### src/rtl/imem_boot_pkg.sv
`default_nettype none
// imem_boot_pkg: shared state encoding and image-format constants for the IMEM boot loader.
// The CSUM state exists only when IMEM_BOOT_CHECKSUM_EN is defined.
package imem_boot_pkg;

  localparam int unsigned HDR_BYTES      = 2;
  localparam int unsigned BYTES_PER_WORD = 4;

  typedef enum logic [2:0] {
    ST_HDR0  = 3'd0,
    ST_HDR1  = 3'd1,
    ST_LOAD  = 3'd2,
`ifdef IMEM_BOOT_CHECKSUM_EN
    ST_CSUM  = 3'd3,
`endif
    ST_DONE  = 3'd4,
    ST_ERROR = 3'd5
  } state_e;

endpackage
`default_nettype wire

### src/rtl/boot_word_assembler.sv
`default_nettype none
// boot_word_assembler: packs accepted bytes into little-endian 32-bit words,
// flagging the word combinationally on the byte that completes it.
module boot_word_assembler
  import imem_boot_pkg::*;
(
  input  logic        clk,
  input  logic        rst_n,
  input  logic        clear_i,
  input  logic        take_i,
  input  logic [7:0]  byte_i,
  output logic [31:0] word_o,
  output logic        word_valid_o
);

  localparam int unsigned          LANE_W    = $clog2(BYTES_PER_WORD);
  localparam logic [LANE_W-1:0]    LAST_LANE = LANE_W'(BYTES_PER_WORD - 1);

  logic [LANE_W-1:0] lane_q;
  logic [23:0]       shift_q;

  always_ff @(posedge clk or negedge rst_n) begin
    if (!rst_n) begin
      lane_q  <= '0;
      shift_q <= '0;
    end else if (clear_i) begin
      lane_q  <= '0;
      shift_q <= '0;
    end else if (take_i) begin
      lane_q  <= lane_q + LANE_W'(1);
      shift_q <= {byte_i, shift_q[23:8]};
    end
  end

  // Only the first three bytes are held; the fourth is merged on the fly.
  assign word_valid_o = take_i && (lane_q == LAST_LANE);
  assign word_o       = {byte_i, shift_q};

endmodule
`default_nettype wire

### src/rtl/imem_boot_loader.sv
`default_nettype none
// imem_boot_loader: loads a length-prefixed byte image into IMEM, then releases the CPU reset.
// Define IMEM_BOOT_CHECKSUM_EN to require a trailing XOR checksum byte after the payload.
module imem_boot_loader
  import imem_boot_pkg::*;
#(
  parameter int unsigned ADDR_W = 8
) (
  input  logic              clk,
  input  logic              rst,
  input  logic [7:0]        in_data,
  input  logic              in_valid,
  output logic              in_ready,
  input  logic              reload,
  output logic              imem_we,
  output logic [ADDR_W-1:0] imem_addr,
  output logic [31:0]       imem_wdata,
  output logic              cpu_rst,
  output logic              done,
  output logic              error
);

  localparam int unsigned CNT_W     = HDR_BYTES * 8;
  localparam logic [31:0] MAX_WORDS = 32'(1) << ADDR_W;
`ifdef IMEM_BOOT_CHECKSUM_EN
  localparam state_e      ST_TAIL   = ST_CSUM;
`else
  localparam state_e      ST_TAIL   = ST_DONE;
`endif

  state_e            state_q, state_d;
  logic [CNT_W-1:0]  n_q;
  logic [ADDR_W:0]   wcnt_q;
  logic              in_ready_q, imem_we_q, cpu_rst_q, done_q, error_q;
  logic [ADDR_W-1:0] imem_addr_q;
  logic [31:0]       imem_wdata_q;
`ifdef IMEM_BOOT_CHECKSUM_EN
  logic [7:0]        xor_q;
`endif

  logic              accept, load_take, reload_ok, word_valid, last_word;
  logic [31:0]       word;
  logic [CNT_W-1:0]  n_hdr;
  logic [ADDR_W:0]   wcnt_inc;

  assign accept    = in_valid && in_ready_q;
  assign load_take = accept && (state_q == ST_LOAD);
  assign reload_ok = reload && ((state_q == ST_DONE) || (state_q == ST_ERROR));
  assign n_hdr     = {in_data, n_q[7:0]};
  assign wcnt_inc  = wcnt_q + 1'b1;
  assign last_word = (32'(wcnt_inc) == 32'(n_q));

  boot_word_assembler u_asm (
    .clk          (clk),
    .rst_n        (rst),
    .clear_i      (reload_ok),
    .take_i       (load_take),
    .byte_i       (in_data),
    .word_o       (word),
    .word_valid_o (word_valid)
  );

  always_comb begin
    state_d = state_q;
    case (state_q)
      ST_HDR0: if (accept) state_d = ST_HDR1;
      ST_HDR1: begin
        if (accept) begin
          if (n_hdr == '0)                    state_d = ST_TAIL;
          else if (32'(n_hdr) > MAX_WORDS)    state_d = ST_ERROR;
          else                                state_d = ST_LOAD;
        end
      end
      ST_LOAD: if (word_valid && last_word) state_d = ST_TAIL;
`ifdef IMEM_BOOT_CHECKSUM_EN
      ST_CSUM: if (accept) state_d = (in_data == xor_q) ? ST_DONE : ST_ERROR;
`endif
      ST_DONE, ST_ERROR: if (reload) state_d = ST_HDR0;
      default: state_d = ST_HDR0;
    endcase
  end

  always_ff @(posedge clk or negedge rst) begin
    if (!rst) begin
      state_q      <= ST_HDR0;
      n_q          <= '0;
      wcnt_q       <= '0;
      in_ready_q   <= 1'b1;
      imem_we_q    <= 1'b0;
      imem_addr_q  <= '0;
      imem_wdata_q <= '0;
      cpu_rst_q    <= 1'b0;
      done_q       <= 1'b0;
      error_q      <= 1'b0;
`ifdef IMEM_BOOT_CHECKSUM_EN
      xor_q        <= '0;
`endif
    end else begin
      state_q    <= state_d;
      in_ready_q <= (state_d != ST_DONE) && (state_d != ST_ERROR);
      done_q     <= (state_d == ST_DONE);
      error_q    <= (state_d == ST_ERROR);
      // Release lags DONE entry by one edge so the final write lands first.
      cpu_rst_q  <= (state_q == ST_DONE) && (state_d == ST_DONE);
      imem_we_q  <= 1'b0;

      if (accept && (state_q == ST_HDR0)) n_q[7:0]       <= in_data;
      if (accept && (state_q == ST_HDR1)) n_q[CNT_W-1:8] <= in_data;
`ifdef IMEM_BOOT_CHECKSUM_EN
      if (load_take) xor_q <= xor_q ^ in_data;
`endif
      if (word_valid) begin
        imem_we_q    <= 1'b1;
        imem_addr_q  <= wcnt_q[ADDR_W-1:0];
        imem_wdata_q <= word;
        wcnt_q       <= wcnt_inc;
      end
      if (reload_ok) begin
        n_q    <= '0;
        wcnt_q <= '0;
`ifdef IMEM_BOOT_CHECKSUM_EN
        xor_q  <= '0;
`endif
      end
    end
  end

  assign in_ready   = in_ready_q;
  assign imem_we    = imem_we_q;
  assign imem_addr  = imem_addr_q;
  assign imem_wdata = imem_wdata_q;
  assign cpu_rst    = cpu_rst_q;
  assign done       = done_q;
  assign error      = error_q;

endmodule
`default_nettype wire

### config.mk
export PLATFORM = sky130hd
export DESIGN_NAME = imem_boot_loader
export DESIGN_NICKNAME = d
export VERILOG_FILES = /design/src/rtl/imem_boot_pkg.sv /design/src/rtl/boot_word_assembler.sv /design/src/rtl/imem_boot_loader.sv
export SDC_FILE = /design/constraint.sdc
export NUM_CORES = 1
export LEC_CHECK = 0
export BUFFER_PORTS_ARGS = -buffer_cell sky130_fd_sc_hd__buf_2
export CAP_MARGIN = 10
export CORE_MARGIN = 3
export CORE_UTILIZATION = 49
export CTS_CLUSTER_SIZE = 12
export DETAILED_ROUTE_END_ITERATION = 12
export PLACE_DENSITY = 0.69
export SYNTH_ARGS = -nofsm -noshare
export SYNTH_HDL_FRONTEND = slang
export SYNTH_HIERARCHICAL = 1
export SYNTH_SLANG_ARGS = --single-unit
### constraint.sdc
create_clock -name clk -period 4.9 [get_ports clk]
set_input_delay 0.735 -clock clk [delete_from_list [all_inputs] [get_ports clk]]
set_output_delay 0.735 -clock clk [all_outputs]
set_load 0.05 [all_outputs]
==> summary.md <==
| Metric | Value |
|---|---|
| Reg2reg path depth | `9` |
| Mapped Nets | `366` |
| Root buf cell | `clkbuf_8` |
| Slew Viols, Final | `0` |
| Leak | `0.002508 uW` |
| RSZ-0062 raised after global routing | `false` |
| Setup violators final | `0` |
| Max-Cap Viols | `0` |
| FMAX | `354.7 MHz` |
| Largest net degree at the start of global routing | `73` |
| GRT Total Usage | `17.38%` |
| DR vias/cell | `5.398` |
| Final Cell Area | `4885 um^2` |
| Switch share | `28.78%` |
| Post-cts gate resize count | `0` |
| Wirelength per Cell | `15.98 um` |
| Pre-CTS setup slack | `1.797 ns` |
| Drt pass-1 iters | `4` |
| Post-Route WL | `around 8000 um` |
| Top Ports | `57` |
| Worst Slack Setup Final | `around 2.1 ns` |
| Die X | `100.4 um` |
| Worst hold slack | `0.4979 ns` |
| Clock group share of total power | `32.8%` |
| DRC violations left | `0` |
| Layout area overhead | `11.77%` |
| Critical R2R Launch | `state_q[2]` |
| Worst EP required | `just over 5 ns` |
| Crit-path cells | `nor2_1 -> nand2_1 -> nor2_4 -> buf_4 -> and2_2 -> buf_4 -> nand2_1 -> or3_1 -> a21oi_1` |
| Final worst path period share | `57.54%` |
| FF/Latch Area | `2479 um^2` |
| DR vias | `between 2000 and 3000` |
| Sequential area share after synthesis | `56.71%` |
| DP Area | `roughly 4600 um^2` |
| Crit-path slowest cell | `buf_4` |
| Die height | `around 100 um` |
| Unique masters post-synth | `50` |
| FFs w/ async S/R, synth | `100.0%` |
| Worst setup path class | `reg -> reg` |
| Power Density | `378.2 nW/um^2` |
| Setup TNS | `0 ns` |
| Filler Cell Count | `728` |
| Slew HR | `a little under two fifths` |
| Initial antenna violation count | `0` |
| Initial Util | `51.89%` |
| Status | `finished clean` |
| Post-layout util | `57.99%` |
| GRT overflow | `0` |
| Worst-path clk slew | `~0.10 ns` |
| Ys flop type | `dfrtp_1` |
| Die Area | `10090 um^2` |
| Hold_buf cts | `0` |
| Combinational power share | `17.2%` |
| Remaining antenna violation count | `0` |
| EDFF count, synth | `0` |
| Antenna Cells | `0` |
| Final Net Count | `411` |
| Top delay family on crit path | `simple AND/OR/NAND/NOR gates` |
| Yosys Warn Count | `6` |
| Clock Sinks | `99` |
| Worst Hold Class | `in -> async` |
| Number of global-route vias before repair | `2802` |
| P_int | `1316 uW` |
| CTS max path bufs | `2` |
| Core area | `8423 um^2` |
| Crit-path max FO | `between 40 and 50` |
| Latest clock arrival within the worst-skew pair | `0.36 ns` |
| #FFs+latches synth | `between 90 and 100` |
| P_sw | `531.7 uW` |
| Endpoints failing hold | `0` |
| # rows | `33` |
| Postcts setup bufs | `0` |
| CTS tree | `done` |
| Final Wtd Congestion | `0.7574` |
| CTS H-tree lvls | `3` |
| Port bufs | `56` |
| Synthesized area | `about 4400 um^2` |
| Global-route wire length before repair | `between 10000 and 15000 um` |
| Inserted Clock Buffers | `9` |
| Setup crit end kind | `flop` |
| Worst VDD drop | `0.1951 mV` |
| Worst Tran Pin Value | `0.9469 ns` |
| Crit path arrival time | `between 3 and 4 ns` |
| Area taken by multi-input logic gates | `1710 um^2` |
| Crit-path max cell delay | `0.50 ns` |
| Sequential Power Share | `approximately half` |
| 1st-iter DRT viols | `124` |
| Final Skew | `0.01169 ns` |
| Min Tclk post-route | `2.819 ns` |
| Worst reg-to-reg setup slack | `2.08 ns` |
| Mapped Cells | `around 350` |
| Worst setup SP type | `flop` |
| Mean post-synth cell area | `approximately 12 um^2` |
| Post-DP HPWL | `5443 um` |
| Reg2reg end | `wcnt_q[7]` |
| CP bufs+invs | `2` |
| Layout cells sized above 1 | `between 30% and 40%` |
-- metal layers --
metal	track usage [%]	routed length, um
met4	6.528	98
met3	2.849	276
met1	24.77	3938
met2	26.86	3790
met5	0	0
-- worst max path at each step --
stage                     startpoint            to  slack (ns)  cells past startpoint
after floorplan             in_ready  imem_addr[0]        2.27                      8
after global placement      in_valid     wcnt_q[5]        1.87                      9
after detailed placement    in_valid     wcnt_q[5]        1.80                      9
after CTS                 state_q[2]     wcnt_q[7]        2.05                      9
after global routing      state_q[2]     wcnt_q[7]        1.76                      9
final                     state_q[2]     wcnt_q[7]        2.08                      9
-- power groups by stage --
stage / clock (uW) / sequential (uW) / combinational (uW)
finish: 606 / 924 / 317
CTS: 622 / 925 / 322
global route: 659 / 935 / 354
floorplan: 0 / 972 / 207
global placement: 0 / 939 / 314
detailed placement: 0 / 941 / 321
-- layout make-up --
type	instances	share of cell area (%)
Clock inverter	5	1.819
Sequential cell	99	50.74
Multi-Input combinational cell	224	35.02
Tap cell	105	2.690
Inverter	3	0.2305
Timing Repair Buffer	60	6.404
Clock buffer	11	3.099
-- through the flow --
| stage | std cells | total power, uW |
|---|---|---|
| after floorplan | 352 | 1179 |
| after global placement | 491 | 1253 |
| after detailed placement | 491 | 1262 |
| after CTS | 507 | 1868 |
| after global routing | 507 | 1948 |
| final | 507 | 1847 |
-- placed cells by master (no fill, tap or decap), types with 4 or more instances in the layout --
master    Yosys  routed
dfrtp_1      98      98
buf_2         4      55
nor2_1       54      53
mux2i_1      42      42
mux2_2       40      40
clkbuf_8      0      11
nand2_1       9       9
xnor2_1       9       9
xor2_1        7       7
a21oi_1       6       6
o21ai_0       5       5
buf_4        10       5
or3_1         4       4
-- sequential cells by signal (all words and copies together), names as in the netlist --
name,count
state_q,3
in_ready,1
cpu_rst,1
done,1
error,1
n_q,16
u_asm/shift_q,24
u_asm/lane_q,2
imem_addr,8
imem_wdata,32
wcnt_q,9
imem_we,1
-- kinds of logic after synthesis --
family,after synthesis,share of synthesized area (%)
buf+inv,29,4.380
fa+ha+maj,2,0.5725
simple gates,103,12.00
compound gates,21,3.207
mux,82,19.93
xor+xnor,16,3.207
flops,99,56.71
-- synth_stat cells, drive strengths merged (2+ instances only) --
cell type	n	area share, %
buf	21	3.7
ha	2	0.57
a21oi	7	0.89
nor4	3	0.72
or3	5	0.74
dfrtp	98	56
inv	3	0.26
o21ai	6	0.69
nand4	4	0.72
and2	4	0.57
nor2	55	4.8
clkbuf	5	0.43
nor3	3	0.34
mux2	40	10
or4	3	0.52
a211oi	3	0.74
xnor2	9	1.8
nand3	4	0.57
nand2	9	0.77
mux2i	42	9.6
xor2	7	1.4
and3	3	0.43
Power figures use the tool's default switching activity.
